--- src/rtl/sync_debounce_pkg.sv ---
`default_nettype none
// ============================================================================
// Module   : sync_debounce_pkg
// Purpose  : Shared state encodings and constants for the sync_debounce
//            conditioning stage (top and bench import this package).
// Contents : state_e      - 2-bit debounce FSM state encoding
//            GLITCH_W     - width of the optional glitch counter
// Revision : 1.0 - initial release
// ============================================================================
package sync_debounce_pkg;

    typedef enum logic [1:0] {
        ST_IDLE_LO = 2'd0,
        ST_CHK_HI  = 2'd1,
        ST_IDLE_HI = 2'd2,
        ST_CHK_LO  = 2'd3
    } state_e;

    localparam int GLITCH_W = 8;

endpackage : sync_debounce_pkg
`default_nettype wire

--- src/rtl/sync2ff.sv ---
`default_nettype none
// ============================================================================
// Module   : sync2ff
// Purpose  : Two-flop synchroniser bringing an asynchronous bit into the clk
//            domain. Plain registers only so the stage can be triplicated.
// Ports    : clk - system clock, rising edge
//            rst - asynchronous active-high reset (both flops to 0)
//            d   - asynchronous input
//            q   - synchronised output (two clk edges of latency)
// Revision : 1.0 - initial release
// ============================================================================
module sync2ff (
    input  logic clk,
    input  logic rst,
    input  logic d,
    output logic q
);

    logic s1_q;
    logic s2_q;

    always_ff @(posedge clk or posedge rst) begin
        if (rst) begin
            s1_q <= 1'b0;
            s2_q <= 1'b0;
        end else begin
            s1_q <= d;
            s2_q <= s1_q;
        end
    end

    assign q = s2_q;

endmodule : sync2ff
`default_nettype wire

--- src/rtl/sync_debounce.sv ---
`default_nettype none
// ============================================================================
// Module   : sync_debounce
// Purpose  : Synchronises an asynchronous bit and debounces it with a
//            counter-based FSM. A new level is accepted only after
//            DEBOUNCE_CYCLES consecutive stable synchronised samples.
// Ports    : clk        - system clock, rising edge
//            rst        - asynchronous active-high reset
//            in_async   - raw asynchronous input
//            en         - evaluation enable; 0 freezes state/count/out
//            out        - debounced level (registered)
//            rise       - one-cycle pulse on out 0->1
//            fall       - one-cycle pulse on out 1->0
//            busy       - high while a level change is being qualified
//            glitch_cnt - saturating abort counter (only with
//                         SYNC_DEBOUNCE_GLITCH_CNT_EN defined)
// Macro    : SYNC_DEBOUNCE_GLITCH_CNT_EN - adds glitch_cnt output/register
// Params   : DEBOUNCE_CYCLES (2..255), CNT_W with 2**CNT_W > DEBOUNCE_CYCLES
// Revision : 1.0 - initial release
// ============================================================================
module sync_debounce
    import sync_debounce_pkg::*;
#(
    parameter int DEBOUNCE_CYCLES = 4,
    parameter int CNT_W           = 8
) (
    input  logic clk,
    input  logic rst,
    input  logic in_async,
    input  logic en,
    output logic out,
    output logic rise,
    output logic fall,
    output logic busy
`ifdef SYNC_DEBOUNCE_GLITCH_CNT_EN
    ,
    output logic [GLITCH_W-1:0] glitch_cnt
`endif
);

    // Count value on which the final stable sample is accepted.
    localparam logic [CNT_W-1:0] C_LAST = CNT_W'(DEBOUNCE_CYCLES - 1);

    logic             s;
    state_e           state_q, state_d;
    logic [CNT_W-1:0] cnt_q,   cnt_d;
    logic             out_q,   out_d;
    logic             rise_q,  rise_d;
    logic             fall_q,  fall_d;

    sync2ff u_sync (
        .clk (clk),
        .rst (rst),
        .d   (in_async),
        .q   (s)
    );

    always_ff @(posedge clk or posedge rst) begin
        if (rst) begin
            state_q <= ST_IDLE_LO;
            cnt_q   <= '0;
            out_q   <= 1'b0;
            rise_q  <= 1'b0;
            fall_q  <= 1'b0;
        end else begin
            state_q <= state_d;
            cnt_q   <= cnt_d;
            out_q   <= out_d;
            rise_q  <= rise_d;
            fall_q  <= fall_d;
        end
    end

    // Pulses default low every cycle, so they are one cycle wide and are
    // automatically forced low while en=0.
    always_comb begin
        state_d = state_q;
        cnt_d   = cnt_q;
        out_d   = out_q;
        rise_d  = 1'b0;
        fall_d  = 1'b0;
        if (en) begin
            case (state_q)
                ST_IDLE_LO: begin
                    if (s) begin
                        state_d = ST_CHK_HI;
                        cnt_d   = CNT_W'(1);
                    end
                end
                ST_CHK_HI: begin
                    if (!s) begin
                        state_d = ST_IDLE_LO;
                        cnt_d   = '0;
                    end else if (cnt_q == C_LAST) begin
                        state_d = ST_IDLE_HI;
                        out_d   = 1'b1;
                        rise_d  = 1'b1;
                        cnt_d   = '0;
                    end else begin
                        cnt_d   = cnt_q + 1'b1;
                    end
                end
                ST_IDLE_HI: begin
                    if (!s) begin
                        state_d = ST_CHK_LO;
                        cnt_d   = CNT_W'(1);
                    end
                end
                ST_CHK_LO: begin
                    if (s) begin
                        state_d = ST_IDLE_HI;
                        cnt_d   = '0;
                    end else if (cnt_q == C_LAST) begin
                        state_d = ST_IDLE_LO;
                        out_d   = 1'b0;
                        fall_d  = 1'b1;
                        cnt_d   = '0;
                    end else begin
                        cnt_d   = cnt_q + 1'b1;
                    end
                end
            endcase
        end
    end

    assign out  = out_q;
    assign rise = rise_q;
    assign fall = fall_q;
    assign busy = (state_q == ST_CHK_HI) || (state_q == ST_CHK_LO);

`ifdef SYNC_DEBOUNCE_GLITCH_CNT_EN
    logic                abort;
    logic [GLITCH_W-1:0] glitch_q, glitch_d;

    // An abort is a qualification window broken by the old level returning.
    always_comb begin
        abort    = en && (((state_q == ST_CHK_HI) && !s) ||
                          ((state_q == ST_CHK_LO) &&  s));
        glitch_d = glitch_q;
        if (abort && (glitch_q != {GLITCH_W{1'b1}})) begin
            glitch_d = glitch_q + 1'b1;
        end
    end

    always_ff @(posedge clk or posedge rst) begin
        if (rst) begin
            glitch_q <= '0;
        end else begin
            glitch_q <= glitch_d;
        end
    end

    assign glitch_cnt = glitch_q;
`endif

endmodule : sync_debounce
`default_nettype wire

--- config.mk ---
export PLATFORM = sky130hd
export DESIGN_NAME = sync_debounce
export DESIGN_NICKNAME = d
export VERILOG_FILES = /design/src/rtl/sync_debounce_pkg.sv /design/src/rtl/sync2ff.sv /design/src/rtl/sync_debounce.sv
export SDC_FILE = /design/constraint.sdc
export NUM_CORES = 1
export LEC_CHECK = 0
export ABC_AREA = 0
export BUFFER_PORTS_ARGS = -buffer_cell sky130_fd_sc_hd__buf_2
export CAP_MARGIN = 10
export CORE_AREA = 2 2 39 41
export CTS_BUF_LIST = sky130_fd_sc_hd__clkbuf_8
export DETAILED_ROUTE_END_ITERATION = 8
export DIE_AREA = 0 0 41 43
export PLACE_DENSITY = 0.88
export SLEW_MARGIN = 20
export SYNTH_ARGS = -nofsm -noshare
export SYNTH_HDL_FRONTEND = slang
export SYNTH_SLANG_ARGS = --single-unit
--- constraint.sdc ---
create_clock -name clk -period 3.86 [get_ports clk]
set_input_delay 0.965 -clock clk [delete_from_list [all_inputs] [get_ports clk]]
set_output_delay 0.965 -clock clk [all_outputs]
set_load 0.1 [all_outputs]
# After elaboration in Yosys (flattened, before gate mapping)
# Index checks and enable logic that the tools add are counted.
# totals
reg_bits	15
inputBits	4
out_inout_bits	4
elab_cells	51
# op_classes
n_addsub	1
eq_ne	12
muxes	25
reduce_logical	6
# ops
op	n
$mux 8	5
$pmux 8 s4	1
$mux 2	6
$mux 1	11
$add 8x1->8 const B	1
$eq 8x2->1 const B	1
$ne 2x2->1 const B	4
$pmux 2 s4	1
$reduce_and 6->1	1
$reduce_and 5->1	1
$eq 2x2->1 const B	2
$ne 2x1->1 const B	2
$ne 3x2->1 const B	1
$ne 3x3->1 const B	1
$reduce_and 3->1	1
$eq 2x1->1 const B	1
$logic_not 2->1	1
$pmux 1 s2	1
$reduce_bool 2->1	1
$logic_or 1x1->1	1

# Logic depth before layout (Yosys ltp)
# Gate-level depths: netlist (run 1).
# depth
word_depth	5
ltp_mapped	5
mapped_depth_nobuf	5

# By module
# From an unflattened synthesis (run 1), not the netlist that was laid out.
# hier_totals
cells_unflattened	71
hier_area_um2	734.5
# modules_own_cells
module	instances	cells_per_inst	area_each_um2
sync_debounce	1	68	680.7
sync2ff	1	3	53.8

# Least setup slack after synthesis (run 1)
# No wires, ideal clock.
# synth_timing
path_type	register to output
startpoint	register state_q[0]
endpoint	output port busy
arrival_ns	1.271
required_ns	2.895
slack_ns	1.624
stages_incl_launch_ff	2
path_buffers	1
cell_sequence	dfrtp_1 -> clkbuf_1
# synth_via
elab_chain_len	2
word_cells_on_any_way	3
# synth_rtl
item	line_no	rtl
start, declared	sync_debounce.sv:45	state_e state_q, state_d;
start signal, assigned	sync_debounce.sv:66	state_q <= state_d;
$eq 2x1->1 or $eq 2x2->1 (tied branches)	sync_debounce.sv:129	assign busy = (state_q == ST_CHK_HI) || (state_q == ST_CHK_LO);
$logic_or 1x1->1 (*)	sync_debounce.sv:129	
end, declared	sync_debounce.sv:34	output logic busy
# Every way passes the cells marked *; elsewhere a longest branch is shown, timed or not.

# Worst setup path in the final report (run 1)
# Ends and elaborated chain as after synthesis.

==> metrics.md, run 1 <==
| Metric | Value |
|---|---|
| Status | finished clean |
| Vias | 628 |
| First-pass GRT wire length | 2.44 mm |
| Worst slew pin tran | 642 ps |
| Die X | about 41 um |
| Buf/Inv on CP | 1 |
| Post-synth top cells | 15 x dfrtp_1, 6 x nand2_1, 5 x a21oi_1 |
| Pin count of the biggest net entering global routing | 16 |
| Crit Reg-Reg Endpoint | cnt_q[4] |
| Worst vdd ir | 441 uV |
| Cell taking the most area after synthesis | dfrtp_1 |
| Synth Register Bits | 15 |
| Skew final | between 6 and 7 ps |
| Grt ovf | 0 |
| Sequential Power Share | 38.3% |
| Crit end category | primary output |
| Pre-CTS WS | 1810 ps |
| Syn Nets | between 70 and 80 |
| Die Height | 43 um |
| PD cells | 671 mW/mm2 |
| Worst path slowest cell | buf_2 |
| TritonCTS clock tree | done |
| Dominant synthesized flop cell | dfrtp_1 |
| Hold_buf cts | 0 |
| Post-DP HPWL | 984 um |
| GR met2 Demand/Resource | 27.8% |
| R2R depth | 5 |
| H-tree depth | 1 |
| Crit Path Class | flip-flop to primary output |
| Int Power | 0.331 mW |
| Synthesized area per cell | 10.7 um2 |
| Iteration-0 DRC count of the detailed router | 21 |
| Clock buffer depth | 2 |
| Vias per std cell | 6.54 |
| Port Buffer Count | 7 |
| EDFF count, synth | 0 |
| Post-synthesis sequential area ratio | 48.5% |
| Clock sink count | 15 |
| Number of global-route vias before repair | 552 |
| DR pass1 iterations | 4 |
| Tmin final | 2160 ps |
| Sw Ratio | between 40% and 50% |
| Async SR Flop Fraction | 100% |
| CP required | around 2900 ps |
| YS warnings | 0 |
| Critical Path Source Type | flip-flop |
| Share of cells above drive strength 1 | 22.5% |
| Reg2Reg Launch Point | cnt_q[0] |
| Area grow syn2layout | 11.5% |
| Gate Count Post-Synth | 72 |
| Rel. slew slack | 56.8% |
| Unrepaired setup endpoints after global routing | false |
| Initial antenna violation count | 0 |
| CP max FO | 8 |
| Number of distinct library cells after synthesis | 36 |
| Clock Pin Slew Worst Setup and Hold Paths | 60 ps |
| Worst path cell trace | buf_2 |
| Io pins | 8 |
| Worst path depth | 1 |
| Initial Util | 55.9% |
| Max stage delay on crit path | 470 ps |
| DRC violations left | 0 |
| Crit path launch | state_q[0] |
| R2r setup slk | 2000 ps |
| Final WL | 1.45 mm |
| Core Rows | 14 |
| # Post-CTS Setup Buffers | 0 |
| Peak Freq | 463 MHz |
| Final setup TNS | 0 ps |
| CTS Buf Count | 3 |
| Period Utilization, post-route | about 56% |
| Max_cap viols | 0 |
| Full die area | 0.00176 mm2 |
| Clock power frac | 22.5% |
| Global routing's busiest layer | met1 |
| Netlist Area Pre-Place | approximately 770 um2 |
| Nets@finish | 86 |
| Met1 Track Usage GR | ~29% |
| Top-area cell type share of the netlist area | 48.5% |
| Worst setup path end | busy |
| Detail Route Antenna Nets | 0 |
| Root Driver | clkbuf_8 |
| Met3 Use GR | 6.28% |
| Area contributors post-synth | dfrtp_1 49%, a22o_1 3.4%, a21oi_1 3.2%, nor4b_4 3.1%, nand2_1 2.9% |
| Comb power frac | 39.2% |
| Leak | 0.385 nW |
| Placeable Area | 0.00138 mm2 |
| Net load switching power | 0.247 mW |
| WL per Instance | 15.1 um |
| Family with the most delay on the worst path | buffers and inverters |
| Dominant cell by count in the synthesized netlist | dfrtp_1 |
| Hold Path Class | flip-flop to flip-flop |
| Final Wtd Congestion | 0.826 |
| Worst skew pair latency | 260 ps |
| CP arrival | 1190 ps |
| Max-slew violations | 0 |
| Final Hold Fails | 0 |
| Ant diodes | 0 |
| Setup ws final | 1700 ps |
| Final setup fails | 0 |
| Cells resized by post-CTS repair | 0 |
| Total Routing Usage GR | 21.3% |
## power groups by stage
| stage | Sequential [mW] | Clock (mW) | Combinational, mW |
|---|---|---|---|
| detailed placement | 0.224 | 0 | 0.224 |
| floorplan | 0.224 | 0 | 0.185 |
| global placement | 0.222 | 0 | 0.220 |
| global route | 0.227 | 0.135 | 0.245 |
| finish | 0.222 | 0.130 | 0.227 |
| CTS | 0.221 | 0.130 | 0.226 |
## per-stage QoR
step	util (%)	instance area, um2	std cells	hold slack [ps]	power [mW]
floorplan	-	773	72	331	0.409
global placement	59.0	816	92	341	0.442
detailed placement	59.0	816	92	350	0.448
CTS	62.3	862	96	364	0.578
global route	62.3	862	96	373	0.607
finish	62.3	862	96	363	0.579
## cell type report
| type | count | area, um2 |
|---|---|---|
| multi-input combinational | 52 | 378 |
| clock buffer | 3 | 41.3 |
| clock inverter | 1 | 5.00 |
| inverter | 2 | 7.51 |
| fill | 114 | 522 |
| sequential | 15 | 375 |
| timing repair buffer | 7 | 35.0 |
| tap | 16 | 20.0 |
## cells by family after synthesis
kind of cell	count (synthesis)	share of synthesized area, %
mux	3	4.21
simple gates	25	19.4
flops	15	48.5
fa+ha+maj	1	1.62
buf+inv	5	2.59
xor+xnor	2	2.27
compound gates	21	21.4
## worst min-delay path by stage
stage	startpoint	to	slack, ps	depth (start not counted)
global route	u_sync.s1_q	u_sync.q	370	0
CTS	u_sync.s1_q	u_sync.q	360	0
finish	u_sync.s1_q	u_sync.q	360	0
floorplan	u_sync.s1_q	u_sync.q	330	0
detailed placement	u_sync.s1_q	u_sync.q	350	0
global placement	u_sync.s1_q	u_sync.q	340	0
## flip-flops by register name, summed over array words and instances (netlist names), named ones only
| register | cells |
|---|---|
| u_sync.q | 1 |
| rise | 1 |
| out | 1 |
| state_q | 1 |
| u_sync.s1_q | 1 |
| cnt_q | 8 |
| fall | 1 |
## layer usage
layer	up-vias	wire, um
li1	285	-
met1	313	622
met2	23	679
met3	7	102
met4	0	41
met5	-	0
## layout by cell type, fill, tap and decap left out, types with 2 or more instances in the layout
cell type	netlist	routed
a21o_2	2	2
a21oi_1	5	5
a22o_1	3	3
a41oi_1	2	2
buf_2	1	7
clkbuf_8	0	3
dfrtp_1	15	15
inv_1	2	2
nand2_1	6	6
nand3_1	3	3
nor2_1	3	3
nor3_1	3	3
o21ai_0	2	2
o31ai_1	2	2
(Power assumes the default switching activity.)
==> run 2: changes to the inputs <==
Settings changed: CORE_AREA 2 2 39 41 to not set, CORE_UTILIZATION set to 53, DIE_AREA 0 0 41 43 to not set, PLACE_DENSITY 0.88 to 0.85.
Clock period 3.86 ns to 1.8 ns, I/O delays scaled along.
==> metrics.md, run 2 (synthesis gave the netlist of run 1 again) <==
| Metric | Value |
|---|---|
| Sw Ratio | 41.7% (was 42.8%) |
| Post-DP HPWL | 1.10 mm (was 984 um) |
| Vias | 638 (was 628) |
| PD cells | 1480 mW/mm2 (was 671 mW/mm2) |
| WL per Instance | 16.8 um (was 15.1 um) |
| DRC violations left | 0 (unchanged) |
| Port Buffer Count | 7 (unchanged) |
| Dpl cells | 94 (was 92) |
| Worst skew pair latency | 240 ps (was 260 ps) |
| R2r setup slk | 50 ps (was 2000 ps) |
| Pin count of the biggest net entering global routing | 16 (unchanged) |
| Layout Cells excl Fill | 101 (was 96) |
| Nets@finish | 92 (was 86) |
| First-pass GRT wire length | 2.57 mm (was 2.44 mm) |
| Clock Pin Slew Worst Setup and Hold Paths | 60 ps (about the same) |
| Pre-CTS WS | 38.3 ps (was 1810 ps) |
| Comb power frac | 46.9% (was 39.2%) |
| H-tree depth | 1 (unchanged) |
| Net load switching power | 0.576 mW (was 0.247 mW) |
| Share of cells above drive strength 1 | 31.4% (was 22.5%) |
| Peak Freq | approximately 570 MHz |
| Family with the most delay on the worst path | simple AND/OR/NAND/NOR gates (was buffers and inverters) |
| Worst path slowest cell | or4_1 (was buf_2) |
| Hold_buf cts | 0 (unchanged) |
| Final Wtd Congestion | 0.840 (was 0.826) |
| Setup ws final | 50.7 ps (was 1700 ps) |
| Root Driver | clkbuf_8 (unchanged) |
| Die Height | 40.2 um (was 43 um) |
| Grt ovf | 0 (unchanged) |
| Max stage delay on crit path | 550 ps (was 470 ps) |
| Skew final | 1.39 ps (was 6.23 ps) |
| Final Hold Fails | 0 (unchanged) |
| Leak | 0.425 nW (was 0.385 nW) |
| Clock buffer depth | 2 (unchanged) |
| Commonest non-fill, non-tap cells in the layout | 15 x dfrtp_1, 7 x buf_2, 6 x nand2_1, 6 x buf_4, 5 x a21oi_1 (was 15 x dfrtp_1, 7 x buf_2, 6 x nand2_1) |
| Buf/Inv on CP | 0 (was 1) |
| R2R depth | 5 (unchanged) |
| Crit end category | flip-flop (was primary output) |
| DR pass1 iterations | 4 (unchanged) |
| Final setup fails | 0 (unchanged) |
| CP required | 1960 ps (was 2890 ps) |
| Largest register FFs | 8 (unchanged) |
| Io pins | 8 (unchanged) |
| Crit Reg-Reg Endpoint | cnt_q[7] (was cnt_q[4]) |
| Ant diodes | 0 (unchanged) |
| Iteration-0 DRC count of the detailed router | 39 (was 21) |
| Critical Path Source Type | flip-flop (unchanged) |
| CTS Buf Count | 3 (unchanged) |
| Area grow syn2layout | 20.9% (was 11.5%) |
| Sequential Power Share | 34.4% (was 38.3%) |
| Worst slew pin tran | 606 ps (was 642 ps) |
| Core Rows | 13 (was 14) |
| Clock power frac | 18.7% (was 22.5%) |
| Status | finished clean (unchanged) |
| Number of global-route vias before repair | 583 (was 552) |
| Tot Pwr | 1.38 mW (was 0.579 mW) |
| CP arrival | 1910 ps (was 1190 ps) |
| Max_cap viols | 0 (unchanged) |
| Worst vdd ir | 1170 uV (was 441 uV) |
| Initial Util | 58.0% (was 55.9%) |
| Rel. slew slack | 59.2% (was 56.8%) |
| Total Routing Usage GR | 24.4% (was 21.3%) |
| Initial antenna violation count | 0 (unchanged) |
| Worst path cell trace | ha_4, nor4b_4, and2_1, or4_1, mux2i_1 (was buf_2) |
| Final WL | 1.69 mm (was 1.45 mm) |
| TritonCTS clock tree | done (unchanged) |
| Hold Path Class | input pin to async pin (was flip-flop to flip-flop) |
| Die X | 40.2 um (was 41 um) |
| Int Power | 0.805 mW (was 0.331 mW) |
| Reg2Reg Launch Point | cnt_q[1] (was cnt_q[0]) |
| CP max FO | 5 (was 8) |
| Top reg by flops | cnt_q (unchanged) |
| Full die area | 0.00162 mm2 (was 0.00176 mm2) |
| Fill cell count | 96 (was 114) |
| Commonest non-fill, non-tap cell in the layout | dfrtp_1 (unchanged) |
| Placeable Area | 0.00133 mm2 (was 0.00138 mm2) |
| Crit path launch | cnt_q[1] (was state_q[0]) |
| Detail Route Antenna Nets | 0 (unchanged) |
| Tmin final | 1750 ps |
| Vias per std cell | 6.32 (was 6.54) |
| Max-slew violations | 0 (unchanged) |
| Worst setup path end | cnt_q[7] (was busy) |
| Crit Path Class | flip-flop to flip-flop (was flip-flop to primary output) |
| Period Utilization, post-route | between 90% and 100% |
| Clock sink count | 15 (unchanged) |
| Worst path depth | 5 (was 1) |
[run 2: cell types whose count changed in the layout (fill, tap and decap cells not counted)]
cell	before	now
xnor2_2	0	1
clkinv_2	1	0
nor3_2	0	2
ha_4	0	1
ha_1	1	0
buf_4	0	6
inv_1	2	3
xnor2_1	1	0
nor3_1	3	1
[run 2: what timing repair did]
item / in CTS / in global routing
gates resized for setup: 0 / 5
endpoints found under the setup margin: 0 / 10
setup buffers: 0 / 3
[run 2: area by class of cell]
class	count	area, um2	area share [%]
Clock inverter	1	3.75	0.402
Clock buffer	3	41.3	4.42
Sequential cell	15	375	40.2
Multi-Input combinational cell	52	408	43.6
Inverter	2	7.51	0.803
Tap cell	15	18.8	2.01
Timing Repair Buffer	13	80.1	8.57
[run 2: how the worst min path moves through the flow]
stage | cells after the start | slack (ps) | to | from
floorplan | 0 | 330 | u_sync.q | u_sync.s1_q
finish | 2 | 240 | cnt_q[2] | rst
global route | 1 | 300 | u_sync.s1_q | in_async
detailed placement | 0 | 340 | u_sync.q | u_sync.s1_q
CTS | 2 | 260 | cnt_q[7] | rst
global placement | 0 | 330 | u_sync.q | u_sync.s1_q
[run 2: worst register-to-register path, cell delays in order (launching register included)]
cell     delay, ps
dfrtp_1        430
ha_4           200
nor4b_4        130
and2_1         230
or4_1          550
mux2i_1        140
[run 2: power groups by stage]
| stage | sequential (mW) | clock [mW] | combinational [mW] |
|---|---|---|---|
| 2_1_floorplan | 0.481 | 0 | 0.396 |
| 3_3_place_gp | 0.453 | 0 | 0.525 |
| 3_5_place_dp | 0.462 | 0 | 0.546 |
| 4_1_cts | 0.456 | 0.264 | 0.548 |
| 5_1_grt | 0.481 | 0.278 | 0.691 |
| 6_report | 0.475 | 0.258 | 0.647 |
[run 2: routing by layer]
layer / global-route usage, % / up-vias / part of all wire [%]
li1: - / 297 / -
met1: 34.3 / 311 / 44
met2: 36.7 / 26 / 49
met3: 3.33 / 4 / 5.4
met4: 12.5 / 0 / 1.5
met5: 0 / - / 0
[run 2: through the flow]
step | TNS (ps) | hold slack, ps | cell area [um2] | utilization [%]
after global placement | 0 | 332 | 837 | 62.8
after CTS | 0 | 263 | 882 | 66.1
after floorplan | 0 | 331 | 773 | -
after detailed placement | 0 | 340 | 837 | 62.8
final | 0 | 245 | 935 | 70.1
after global routing | -18.8 | 303 | 935 | 70.1
==> run 3: changes to the inputs <==
Settings changed: CORE_ASPECT_RATIO set to 1.25, CORE_UTILIZATION 53 to 40, PLACE_DENSITY 0.85 to 0.69.
==> metrics.md, run 3 (synthesis gave the netlist of run 1 again) <==
| Metric | Value |
|---|---|
| Status | finished clean (unchanged) |
| Vias | 604 (was 638) |
| Tmin final | 1690 ps (was 1750 ps) |
| Root Driver | clkbuf_8 (unchanged) |
| Final Wtd Congestion | 0.830 (was 0.840) |
| Fill cell count | 174 (was 96) |
| Vias per std cell | 5.59 (was 6.32) |
| Commonest non-fill, non-tap cells in the layout | 15 x dfrtp_1, 9 x buf_4, 7 x buf_2 (was 15 x dfrtp_1, 7 x buf_2, 6 x nand2_1, 6 x buf_4, 5 x a21oi_1) |
| H-tree depth | 1 (unchanged) |
| Port Buffer Count | 7 (unchanged) |
| CP required | 1940 ps (was 1960 ps) |
| Crit path launch | cnt_q[1] (unchanged) |
| Nets@finish | 95 (was 92) |
| First-pass GRT wire length | 2.70 mm (was 2.57 mm) |
| Max_cap viols | 0 (unchanged) |
| Hold_buf cts | 0 (unchanged) |
| Die X | 41.3 um (was 40.2 um) |
| Dpl cells | 104 (was 94) |
| Die Height | 51.2 um (was 40.2 um) |
| Top reg by flops | cnt_q (unchanged) |
| Crit Path Class | flip-flop to flip-flop (unchanged) |
| Area grow syn2layout | 22.0% (was 20.9%) |
| Peak Freq | 592 MHz (was 572 MHz) |
| Final setup TNS | 0 ps (unchanged) |
| Worst slew pin tran | 590 ps (was 606 ps) |
| Commonest non-fill, non-tap cell in the layout | dfrtp_1 (unchanged) |
| PD cells | 1410 mW/mm2 (was 1480 mW/mm2) |
| Full die area | 0.00211 mm2 (was 0.00162 mm2) |
| Initial antenna violation count | 0 (unchanged) |
| DRC violations left | 0 (unchanged) |
| Reg2Reg Launch Point | cnt_q[1] (unchanged) |
| WL per Instance | 13.5 um (was 16.8 um) |
| CTS Buf Count | 3 (unchanged) |
| Layout Cells excl Fill | 108 (was 101) |
| TritonCTS clock tree | done (unchanged) |
| CP max FO | 4 (was 5) |
| Tot Pwr | 1.33 mW (was 1.38 mW) |
| Pin count of the biggest net entering global routing | 16 (unchanged) |
| Largest register FFs | 8 (unchanged) |
| Unrepaired setup endpoints after global routing | false |
| Iteration-0 DRC count of the detailed router | 5 (was 39) |
| Grt ovf | 0 (unchanged) |
| Io pins | 8 (unchanged) |
| Initial Util | 43.3% (was 58.0%) |
| Clock Pin Slew Worst Setup and Hold Paths | 60 ps (about the same) |
| Seq. cell area | 375 um2 (unchanged) |
| Max-slew violations | 0 (unchanged) |
| Final setup fails | 0 (unchanged) |
| Ant diodes | 0 (unchanged) |
| Crit end category | flip-flop (unchanged) |
| Worst vdd ir | 865 uV (was 1170 uV) |
| Leak | 0.437 nW (was 0.425 nW) |
| Number of global-route vias before repair | 623 (was 583) |
| Share of cells above drive strength 1 | 32.6% (was 31.4%) |
| Multi-input logic area | 388 um2 (was 408 um2) |
| Hold Path Class | input pin to async pin (unchanged) |
| Critical Path Source Type | flip-flop (unchanged) |
| Final Hold Fails | 0 (unchanged) |
| Skew final | 1.75 ps (was 1.39 ps) |
| Final WL | 1.46 mm (was 1.69 mm) |
| Worst skew pair latency | 250 ps (was 240 ps) |
| Rel. slew slack | 60.2% (was 59.2%) |
| Detail Route Antenna Nets | 0 (unchanged) |
| CP arrival | 1830 ps (was 1910 ps) |
| Total Routing Usage GR | 19.2% (was 24.4%) |
| Clock sink count | 15 (unchanged) |
| Core Rows | 17 (was 13) |
| DR pass1 iterations | 4 (unchanged) |
| Clock buffer depth | 2 (unchanged) |
| Period Utilization, post-route | 93.9% (was 97.2%) |
| Placeable Area | 0.00179 mm2 (was 0.00133 mm2) |
| Post-DP HPWL | 1.09 mm (was 1.10 mm) |
-- run 3: cell count changes in the layout (fill, tap and decap cells not counted), sizes merged --
cell / previous run / this run
clkinv: 0 / 1
inv: 3 / 2
buf: 13 / 16
-- run 3: worst paths after layout --
kind | slack (ps) | cells past startpoint | endpoint
setup reg to reg | 110 | 6 | cnt_q[3]
hold reg to reg | 360 | 0 | u_sync.q
hold / removal | 230 | 2 | out
setup / recovery | 110 | 6 | cnt_q[3]
max in group asynchronous | 1200 | 2 | cnt_q[0]
min in group clk | 300 | 1 | u_sync.s1_q
-- run 3: final cells by class --
class	count	share of cell area, %
Clock buffer	3	4.38
Clock inverter	1	0.531
Inverter	2	0.796
Multi-Input combinational cell	52	41.1
Sequential cell	15	39.8
Tap cell	19	2.52
Timing Repair Buffer	16	10.9
-- run 3: what timing repair did --
action | 4_1_cts | 5_1_grt
endpoints found under the setup margin | 0 | 2
resized for setup | 0 | 2
buffers inserted | 0 | 0
-- run 3: per-stage QoR --
step	util [%]	setup WS [ps]	hold WS, ps	area (um2)
6_report	52.8	110	232	943
5_1_grt	52.8	15.4	291	943
4_1_cts	52.2	70.6	262	933
3_5_place_dp	49.6	89.6	351	887
3_3_place_gp	49.6	148	341	887
2_1_floorplan	-	79.0	331	773
-- run 3: critical path: stages, from the launching register on --
cell and delay (ps):
dfrtp_1 380, ha_1 190, nor4b_4 300, and2_4 210
nor3_1 50, buf_4 160, a221o_1 280
-- run 3: layer usage --
| metal | global-route usage [%] | wire length, um |
|---|---|---|
| met5 | 0 | 0 |
| met1 | 26.3 | 672 |
| met4 | 12.4 | 39 |
| met3 | 4.35 | 53 |
| met2 | 26.3 | 695 |
-- run 3: power by group --
part / switching (mW) / internal, mW / leakage, nW
logic: 0.359 / 0.238 / 0.215
registers: 0.0583 / 0.393 / 0.197
clock network: 0.124 / 0.154 / 0.0255
total: 0.541 / 0.785 / 0.437
